[src/rtl/fp_add_prenorm_if.sv]
// Operand/result handshake bundle for fp_add_prenorm.
// slave = adder side, master = producer/consumer side.
interface fp_add_prenorm_if #(
   parameter int C_EXP  = 5,
   parameter int C_MANT = 10
);
   localparam int OPW = C_EXP + C_MANT + 1;
   localparam int MPW = C_MANT + 5;
   localparam int EPW = C_EXP + 2;

   logic           in_valid_i;
   logic           in_ready_o;
   logic [OPW-1:0] op_a_i;
   logic [OPW-1:0] op_b_i;
   logic           out_valid_o;
   logic           out_ready_i;
   logic [MPW-1:0] mant_prenorm_o;
   logic [EPW-1:0] exp_prenorm_o;
   logic           sign_o;

   modport slave (
      input  in_valid_i, op_a_i, op_b_i, out_ready_i,
      output in_ready_o, out_valid_o, mant_prenorm_o, exp_prenorm_o, sign_o
   );

   modport master (
      output in_valid_i, op_a_i, op_b_i, out_ready_i,
      input  in_ready_o, out_valid_o, mant_prenorm_o, exp_prenorm_o, sign_o
   );
endinterface

[src/rtl/fp_add_prenorm.sv]
// Two-stage FP16 align/add ahead of the combinational normalizer; unrounded output.
// Define FP_ADD_PRENORM_SKID_EN for a 2-entry output skid and a registered in_ready_o.
module fp_add_prenorm #(
   parameter int C_EXP  = 5,
   parameter int C_MANT = 10,
   parameter int C_BIAS = 15
) (
   input  logic               clk_i,
   input  logic               rst_ni,
   fp_add_prenorm_if.slave    bus
);
   localparam int C_MANT_PRENORM = C_MANT + 5;
   localparam int C_EXP_PRENORM  = C_EXP + 2;
   localparam int OPW = C_EXP + C_MANT + 1;
   localparam int MW  = C_MANT_PRENORM;
   localparam int EW  = C_EXP_PRENORM;

   if (C_BIAS != (2 ** (C_EXP - 1)) - 1) begin : g_bias_chk
      $error("fp_add_prenorm: C_BIAS inconsistent with C_EXP");
   end

   typedef struct packed {
      logic [MW-1:0] mant;
      logic [EW-1:0] exp;
      logic          sign;
   } res_t;

   // Denormals share the exponent of the smallest normal, hidden bit cleared.
   function automatic logic [C_EXP-1:0] eff_exp(input logic [OPW-1:0] op);
      return {op[OPW-2:C_MANT+1], op[C_MANT] | ~|op[OPW-2:C_MANT]};
   endfunction

   function automatic logic [MW-1:0] sig_of(input logic [OPW-1:0] op);
      return {1'b0, |op[OPW-2:C_MANT], op[C_MANT-1:0], 3'b000};
   endfunction

   // ---------------- stage 1: order and align ----------------
   logic [C_EXP-1:0]  ea, eb, el, es, d;
   logic [MW-1:0]     sa, sb, sl, ss, s_al;
   logic [2*MW-1:0]   s_ext;
   logic              a_ge, sign_l;

   always_comb begin
      ea     = eff_exp(bus.op_a_i);
      eb     = eff_exp(bus.op_b_i);
      sa     = sig_of(bus.op_a_i);
      sb     = sig_of(bus.op_b_i);
      a_ge   = (ea > eb) || ((ea == eb) && (sa >= sb));
      el     = a_ge ? ea : eb;
      es     = a_ge ? eb : ea;
      sl     = a_ge ? sa : sb;
      ss     = a_ge ? sb : sa;
      sign_l = a_ge ? bus.op_a_i[OPW-1] : bus.op_b_i[OPW-1];
      d      = el - es;
      // Lower half of the extended shift collects the bits that fall off.
      s_ext  = {ss, {MW{1'b0}}} >> d;
      if (int'(d) >= MW)
         s_al = {{(MW-1){1'b0}}, |ss};
      else
         s_al = s_ext[2*MW-1:MW] | {{(MW-1){1'b0}}, |s_ext[MW-1:0]};
   end

   logic [MW-1:0]    s1_l_q, s1_s_q;
   logic [C_EXP-1:0] s1_exp_q;
   logic             s1_sign_q, s1_sub_q;

   // ---------------- stage 2: add / subtract ----------------
   logic [MW-1:0] sum;
   res_t          s2_d, s2_q;

   always_comb begin
      sum       = s1_sub_q ? (s1_l_q - s1_s_q) : (s1_l_q + s1_s_q);
      s2_d.mant = sum;
      s2_d.exp  = EW'(s1_exp_q);
      // Exact cancellation is +0; -0 + -0 keeps the larger operand's sign.
      s2_d.sign = s1_sign_q & ~(s1_sub_q & ~|sum);
   end

   // ---------------- flow control ----------------
   logic [2:1] vld_q, vld_d;
   logic       in_ready, accept, s2_en, s2_go, out_valid;
   res_t       out_r;

`ifdef FP_ADD_PRENORM_SKID_EN
   res_t       skid0_q, skid1_q;
   logic [1:0] cnt_q, cnt_d;
   logic [2:0] items_d;
   logic       in_ready_q, bypass, push, pop, wr_hi;
`endif

   always_comb begin
`ifdef FP_ADD_PRENORM_SKID_EN
      pop     = bus.out_ready_i & (cnt_q != 2'd0);
      bypass  = vld_q[2] & (cnt_q == 2'd0) & bus.out_ready_i;
      push    = vld_q[2] & ~bypass & (cnt_q != 2'd2);
      wr_hi   = cnt_q[0] & ~pop;
      s2_go   = bypass | push;
      cnt_d   = cnt_q + 2'(push) - 2'(pop);
      in_ready  = in_ready_q;
      out_valid = vld_q[2] | (cnt_q != 2'd0);
      out_r     = (cnt_q != 2'd0) ? skid0_q : s2_q;
`else
      s2_go     = vld_q[2] & bus.out_ready_i;
      in_ready  = ~vld_q[1] | ~vld_q[2] | bus.out_ready_i;
      out_valid = vld_q[2];
      out_r     = s2_q;
`endif
      accept   = bus.in_valid_i & in_ready;
      s2_en    = vld_q[1] & (~vld_q[2] | s2_go);
      vld_d[1] = accept | (vld_q[1] & ~s2_en);
      vld_d[2] = s2_en  | (vld_q[2] & ~s2_go);
`ifdef FP_ADD_PRENORM_SKID_EN
      items_d  = 3'(vld_d[1]) + 3'(vld_d[2]) + 3'(cnt_d);
`endif
   end

   always_ff @(posedge clk_i or negedge rst_ni) begin
      if (!rst_ni) begin
         vld_q     <= '0;
         s1_l_q    <= '0;
         s1_s_q    <= '0;
         s1_exp_q  <= '0;
         s1_sign_q <= 1'b0;
         s1_sub_q  <= 1'b0;
         s2_q      <= '0;
      end else begin
         vld_q <= vld_d;
         if (accept) begin
            s1_l_q    <= sl;
            s1_s_q    <= s_al;
            s1_exp_q  <= el;
            s1_sign_q <= sign_l;
            s1_sub_q  <= bus.op_a_i[OPW-1] ^ bus.op_b_i[OPW-1];
         end
         if (s2_en) s2_q <= s2_d;
      end
   end

`ifdef FP_ADD_PRENORM_SKID_EN
   // in_ready_q promises room for one more even if the sink stalls from now on.
   always_ff @(posedge clk_i or negedge rst_ni) begin
      if (!rst_ni) begin
         cnt_q      <= '0;
         skid0_q    <= '0;
         skid1_q    <= '0;
         in_ready_q <= 1'b1;
      end else begin
         cnt_q      <= cnt_d;
         in_ready_q <= items_d < 3'd4;
         if (pop) skid0_q <= skid1_q;
         if (push) begin
            if (wr_hi) skid1_q <= s2_q;
            else       skid0_q <= s2_q;
         end
      end
   end
`endif

   assign bus.in_ready_o     = in_ready;
   assign bus.out_valid_o    = out_valid;
   assign bus.mant_prenorm_o = out_r.mant;
   assign bus.exp_prenorm_o  = out_r.exp;
   assign bus.sign_o         = out_r.sign;

endmodule

[src/flat_wrapper.sv]
// flat-port wrapper written by rule: the top's interface ports become plain ports
module fp_add_prenorm_flat 
#(
   parameter int C_EXP  = 5,
   parameter int C_MANT = 10,
   parameter int C_BIAS = 15
)
  (clk_i, rst_ni, bus_in_valid_i, bus_op_a_i, bus_op_b_i, bus_out_ready_i, bus_in_ready_o, bus_out_valid_o, bus_mant_prenorm_o, bus_exp_prenorm_o, bus_sign_o);
  fp_add_prenorm_if #(.C_EXP(C_EXP), .C_MANT(C_MANT)) bus_i ();
  input  logic clk_i;
  input  logic rst_ni;
  input wire logic [$bits(bus_i.in_valid_i)-1:0] bus_in_valid_i;
  input wire logic [$bits(bus_i.op_a_i)-1:0] bus_op_a_i;
  input wire logic [$bits(bus_i.op_b_i)-1:0] bus_op_b_i;
  input wire logic [$bits(bus_i.out_ready_i)-1:0] bus_out_ready_i;
  output wire logic [$bits(bus_i.in_ready_o)-1:0] bus_in_ready_o;
  output wire logic [$bits(bus_i.out_valid_o)-1:0] bus_out_valid_o;
  output wire logic [$bits(bus_i.mant_prenorm_o)-1:0] bus_mant_prenorm_o;
  output wire logic [$bits(bus_i.exp_prenorm_o)-1:0] bus_exp_prenorm_o;
  output wire logic [$bits(bus_i.sign_o)-1:0] bus_sign_o;
  assign bus_i.in_valid_i = bus_in_valid_i;
  assign bus_i.op_a_i = bus_op_a_i;
  assign bus_i.op_b_i = bus_op_b_i;
  assign bus_i.out_ready_i = bus_out_ready_i;
  assign bus_in_ready_o = bus_i.in_ready_o;
  assign bus_out_valid_o = bus_i.out_valid_o;
  assign bus_mant_prenorm_o = bus_i.mant_prenorm_o;
  assign bus_exp_prenorm_o = bus_i.exp_prenorm_o;
  assign bus_sign_o = bus_i.sign_o;
  fp_add_prenorm #(.C_EXP(C_EXP), .C_MANT(C_MANT), .C_BIAS(C_BIAS)) u_core (.clk_i(clk_i), .rst_ni(rst_ni), .bus(bus_i));
endmodule
[config.mk]
export PLATFORM = sky130hd
export DESIGN_NAME = fp_add_prenorm_flat
export DESIGN_NICKNAME = d
export VERILOG_FILES = /design/src/rtl/fp_add_prenorm_if.sv /design/src/rtl/fp_add_prenorm.sv /design/src/flat_wrapper.sv
export SDC_FILE = /design/constraint.sdc
export NUM_CORES = 1
export LEC_CHECK = 0
export ABC_CLOCK_PERIOD_IN_PS = 4600
export CAP_MARGIN = 5
export CELL_PAD_IN_SITES_DETAIL_PLACEMENT = 1
export CELL_PAD_IN_SITES_GLOBAL_PLACEMENT = 1
export CORE_UTILIZATION = 40
export DETAILED_ROUTE_END_ITERATION = 6
export PLACE_DENSITY = 0.83
export SLEW_MARGIN = 15
export SYNTH_ARGS = -nofsm -noshare
export SYNTH_HDL_FRONTEND = slang
export SYNTH_SLANG_ARGS = --single-unit
[constraint.sdc]
create_clock -name clk_i -period 4.6 [get_ports clk_i]
set_input_delay 0.69 -clock clk_i [delete_from_list [all_inputs] [get_ports clk_i]]
set_output_delay 0.69 -clock clk_i [all_outputs]
set_load 0.01 [all_outputs]
* Word level (Yosys, flattened, before mapping)
Index checks and enable logic that the tools add are counted.
** Operators by class
- $add $sub $neg :: 3
- Magnitude comparators :: 3
- Equality and inequality tests :: 1
- Shifts and indexed selects :: 1
- Multiplexer cells :: 7
- Bitwise gates (word level) :: 21
- Reduce and logical (&&, ||, !) cells :: 10
** Operator list (number)
- 15-bit OR reduction :: 3
- 15-bit 2-to-1 mux :: 2
- 30-bit by 5-bit right shift with 30-bit output :: 1
- 14-bit 2-to-1 mux :: 2
- 15-bit adder :: 1
- 15-bit by 1-bit bitwise OR with 15-bit output :: 1
- 15-bit subtractor :: 1
- 14-bit >= comparator :: 1
- 5-bit 2-to-1 mux :: 2
- 5-bit OR reduction :: 2
- 1-bit bitwise AND :: 7
- 1-bit bitwise OR :: 7
- 5-bit equality test :: 1
- 5-bit by 4-bit >= comparator with 1-bit output (second input constant) :: 1
- 5-bit > comparator :: 1
- 1-bit inverter :: 5
- 5-bit subtractor :: 1
- 1-bit zero test :: 3
- 1-bit logical AND :: 1
- 1-bit logical OR :: 1
- 1-bit 2-to-1 mux :: 1
- 1-bit bitwise XOR :: 1
** Word-level totals
- Bits in registers :: 60
- Input bits :: 36
- Output and inout bits :: 25
- Logic and storage cells :: 55

* Logic depth before layout (Yosys ltp)
- Depth in word-level cells :: 12
- Mapped depth :: 21
- Depth with buffers taken out :: 19

* Least setup slack after synthesis
No wires, ideal clock.
- Kind :: input to register
- Start :: input port bus_op_a_i[10]
- End :: register u_core.s1_s_q[4]
- Library setup time :: 0.121 ns
- Arrival time :: 4.601 ns
- Data required time :: 4.479 ns
- Path slack :: -0.122 ns
- Stages :: 19
- Path buffers :: 3
- Cells stage by stage :: nor3_2 > and2_1 > buf_4 > nor2_1 > ha_1 > nand2b_1 > a21oi_1 > o21a_2 > nor2_4 > nand2_2 > mux2_2 > inv_1 > ha_1 > clkbuf_1 > inv_1 > clkbuf_1 > mux4_2 > mux2_2 > a22o_1
** On the way
- Cells in the longest elaborated chain, start to end :: 11
- Elaborated cells between the ends (all ways) :: 16
- Those cells by class :: add/sub (1); order compare (3); eq/ne (1); shift (1); mux (4); bitwise (2); reduce/logical (4)
** Ends and longest elaborated chain
- start: declaration :: line flat_wrapper.sv:13 : input wire logic [$bits(bus_i.op_a_i)-1:0] bus_op_a_i;
- parallel branches: the longest is 10 deep, another holds 14-bit >= comparator
- 15-bit 2-to-1 mux (*) :: line fp_add_prenorm.sv:57 : if (int'(d) >= MW)
- end signal: assignment :: line fp_add_prenorm.sv:130 : s1_s_q <= s_al;
- end: declaration :: line fp_add_prenorm.sv:63 : logic [MW-1:0] s1_l_q, s1_s_q;
Every way passes the cells marked *.
A chain may end at the register's enable or synchronous reset.

* Worst setup path after layout
Ends and elaborated chain as after synthesis.

==> Implementation_results.wiki <==
{| class="wikitable"
! Metric !! Value
|-
| Status || finished, violations left
|-
| Violations in the final reports || DRC
|-
| Layout cell share with drive strength beyond 1 || 0.154
|-
| Data arrival, critical path || around 4.6 ns
|-
| Area of the die || between 10000 and 15000 sq um
|-
| Via Count || 4797
|-
| Area taken by flip-flops and latches || between 1000 and 1500 sq um
|-
| Max Clock Skew || approximately 0.0086 ns
|-
| Num CTS Buffers || 5
|-
| Nets || between 700 and 800
|-
| Max VDD drop || around 0.17 mV
|-
| Final global-route overflow total || 0
|-
| Crit path launch type || input port
|-
| Final weighted congestion in routability-driven placement || 0.949
|-
| Worst-margin pin slew || between 0.7 and 0.8 ns
|-
| Setup slack of the worst register-to-register path || approximately 0.69 ns
|-
| Area share of and/or/nand/nor cells after synthesis || 0.203
|-
| Synthesis-stage register bit count || 55
|-
| Syn-to-layout area delta || 25.3%
|-
| Quantity of I/O buffers inserted on ports || 58
|-
| Clock latency of the later-clocked register in the worst-skew pair || roughly 0.3 ns
|-
| RSZ-0062 raised after global routing || no
|-
| EDFF count, synth || 0
|-
| Number of sinks on the clock net || 55
|-
| Final Worst Setup Slack || around 0.19 ns
|-
| Combinational family with the most area after synthesis || compound AO/OA/AOI/OAI gates
|-
| Largest net degree at the start of global routing || between 50 and 60
|-
| Post-route total power || 2.68 mW
|-
| Antenna violation net count after detailed routing || 0
|-
| Primary flip-flop cell chosen by synthesis mapping || sky130_fd_sc_hd__dfrtp_1
|-
| Slew Limit Fails || 0
|-
| Cell types occupying the most area after synthesis || sky130_fd_sc_hd__dfrtp_1 (29%), sky130_fd_sc_hd__ha_1 (7.6%), sky130_fd_sc_hd__a21oi_1 (5.2%), sky130_fd_sc_hd__nand2_1 (4.7%), sky130_fd_sc_hd__xnor2_1 (4.4%)
|-
| Type of destination of the critical path || register
|-
| Overall Global Routing Usage || 0.257
|-
| Number of iterations in the first detailed-routing pass || 6
|-
| Clock input transition at the sequential cells of the worst setup and hold paths || 0.07 ns
|-
| Area of the core region || between 10000 and 15000 sq um
|-
| Cell area after layout || 5970 sq um
|-
| Class of the tightest hold or removal check || register to register
|-
| Antenna violations before repair || 0
|-
| Number of filler cells placed in the layout || 1395
|-
| Initial Utilization || 0.414
|-
| Top-count cell post-synth || sky130_fd_sc_hd__nand2_1
|-
| Count of pins on the block boundary || just over 60
|-
| Post-synthesis cell type with the largest combined area || sky130_fd_sc_hd__dfrtp_1
|-
| Kind of critical path || input port to register
|-
| Overall die height || 111 microns
|-
| Seq/Total Area, Yosys || 0.289
|-
| Adder-cell area share of the yosys netlist || 0.0761
|-
| Htree depth || 2
|-
| Number of global-route vias before repair || around 5100
|-
| Post-synthesis instance area || about 4800 sq um
|-
| Global-route wire length before repair || around 25 mm
|-
| Final count of negative-setup-slack endpoints || 0
|-
| Cell types with the highest counts after synthesis || sky130_fd_sc_hd__nand2_1 (60), sky130_fd_sc_hd__dfrtp_1 (55), sky130_fd_sc_hd__a21oi_1 (50), sky130_fd_sc_hd__nor2_1 (50), sky130_fd_sc_hd__o21ai_0 (41)
|-
| Warnings from Yosys || 0
|-
| DRC violation count after routing || 10
|-
| Final period utilization || 0.959
|-
| Max-capacitance violation count || 0
|-
| Reported leakage power || 2.57 nW
|-
| Total routed wirelength || between 15 and 20 mm
|-
| Die Span X || approximately 110 microns
|-
| Area post-placement || roughly 5800 sq um
|-
| Area share of xor/xnor cells in the synthesized design || 0.0514
|-
| CTS hold repair buffers || 0
|-
| Slowest stage cell, crit path || sky130_fd_sc_hd__or4_4
|-
| Proportion of register bits with asynchronous set or reset after synthesis || 1.00
|-
| Data required time at the worst endpoint || between 4 and 5 ns
|-
| CTS tree || done
|-
| Achievable frequency || 227 MHz
|-
| Post-route minimum period || around 4.4 ns
|-
| Peak per-stage delay on the critical path || 0.55 ns
|-
| HPWL after detailed placement || around 13 mm
|-
| Syn Area/Cell || just over 8 sq um
|-
| First-iteration detailed-routing DRC count || ~190
|-
| Final count of hold timing violations || 0
|-
| Worst slack after detailed placement || -0.111 ns
|-
| Wirelength per Cell || just under 20 microns
|-
| Critical Path Fanout Max || 7
|-
| Top cell type's share of synthesized area || 0.289
|-
| Via count normalized by instance count || 5.91
|-
| Share of the core filled with cells || 0.519
|-
| Max-slew headroom || 0.473
|-
| Compound-cell area share of the yosys netlist || 0.261
|-
| Root buffer cell || sky130_fd_sc_hd__clkbuf_16
|-
| Maximum buffer depth of the clock tree || 2
|-
| Synthesized instance count || approximately 580
|-
| Total area of multi-input combinational cells || ~3100 sq um
|-
| Critical path cell sequence || clkdlybuf4s50_1 > nor3_2 > and2_1 > nor2_1 > ha_1 > nand2b_1 > a21oi_1 > o21a_2 > nor2_4 > nand2_2 > mux2_2 > inv_1 > ha_1 > or4_4 > nand2_4 > buf_4 > mux4_2 > mux2_2 > a22o_1
|-
| Power density of the placed cells || ~450 nW/um^2
|-
| Post-synthesis mux area share || 0.0659
|-
| Count of unique library cells instantiated by Yosys || 81
|-
| Antenna Diode Count || 0
|-
| Cell Rows || 39
|}
cell families (layout without fill, tap and decap cells):
family | after synthesis | count (layout)
other | 1 | 2
and+or+nand+nor | 193 | 193
muxes | 27 | 27
buffers and inverters | 59 | 151
DFF | 55 | 55
AOI/OAI and AO/OA | 184 | 184
xor gates and xnor gates | 28 | 28
adders and majority gates | 29 | 29
sequential cells by signal, summed over array words and instances, names as in the netlist:
signal / flops
u_core.s1_exp_q: 5
u_core.bus.mant_prenorm_o: 15
u_core.s1_sub_q: 1
u_core.bus.sign_o: 1
u_core.vld_q: 2
u_core.s1_l_q: 11
u_core.bus.exp_prenorm_o: 5
u_core.s1_sign_q: 1
u_core.s1_s_q: 14
power breakdown:
part           internal, mW  switching (mW)  total [mW]
registers             0.624           0.116       0.739
clock network         0.254           0.167       0.421
logic                 0.713           0.802        1.51
cell type report:
| cell class | count | share of cell area |
|---|---|---|
| clock inverter | 1 | 0.00503 |
| inverter | 28 | 0.0176 |
| tap | 143 | 0.0299 |
| clock buffer | 6 | 0.0216 |
| sequential | 55 | 0.230 |
| multi-input combinational | 463 | 0.526 |
| timing repair buffer | 116 | 0.169 |
layer usage:
| layer | GRT usage | up-vias | wire length (microns) |
|---|---|---|---|
| li1 | - | 2308 | - |
| met1 | 0.290 | 2318 | 6380 |
| met2 | 0.476 | 132 | 8040 |
| met3 | 0.0372 | 39 | 669 |
| met4 | 0.114 | 0 | 542 |
| met5 | 0 | - | 0 |
through the flow:
step	setup TNS, ns	hold slack, ns	std cells
finish	0	0.484	812
global placement	0	0.456	805
global route	0	0.519	812
detailed placement	-1.03	0.480	805
floorplan	0	0.394	577
CTS	0	0.495	812
path summary, 6_finish.rpt:
| path | start | end | cells after the start |
|---|---|---|---|
| max | bus_op_a_i[10] | u_core.s1_s_q[4] | 19 |
| min | u_core.bus.mant_prenorm_o[10] | u_core.bus.mant_prenorm_o[10] | 2 |
| max reg2reg | u_core.s1_s_q[2] | u_core.bus.sign_o | 15 |
| min reg2reg | u_core.bus.mant_prenorm_o[10] | u_core.bus.mant_prenorm_o[10] | 2 |
| max in group asynchronous | rst_ni | u_core.s1_l_q[4] | 2 |
| min in group asynchronous | rst_ni | u_core.bus.mant_prenorm_o[13] | 2 |
critical path, delay by kind of cell:
kind,cells,cell delay [ns]
buffers and inverters,3,0.64
AOI/OAI and AO/OA,3,0.51
adders and majority gates,2,0.53
muxes,3,0.81
and+or+nand+nor,8,1.41
cell usage in the layout (no fill, tap or decap), drive strengths merged, types with 7 or more instances in the layout:
| master | instances |
|---|---|
| nand2 | 62 |
| buf | 59 |
| clkdlybuf4s50 | 57 |
| dfrtp | 55 |
| nor2 | 51 |
| a21oi | 50 |
| o21ai | 43 |
| ha | 29 |
| inv | 28 |
| xnor2 | 24 |
| mux2 | 15 |
| nor3 | 15 |
| nand3 | 13 |
| nor4 | 10 |
| mux2i | 10 |
| o211ai | 10 |
| a211oi | 9 |
| o22ai | 8 |
| nand2b | 7 |
timing repair:
action | in CTS | in global routing
setup buffers | 0 | 0
setup endpoints to repair | 0 | 10
resized for setup | 0 | 4
Power figures use the tool's default switching activity.
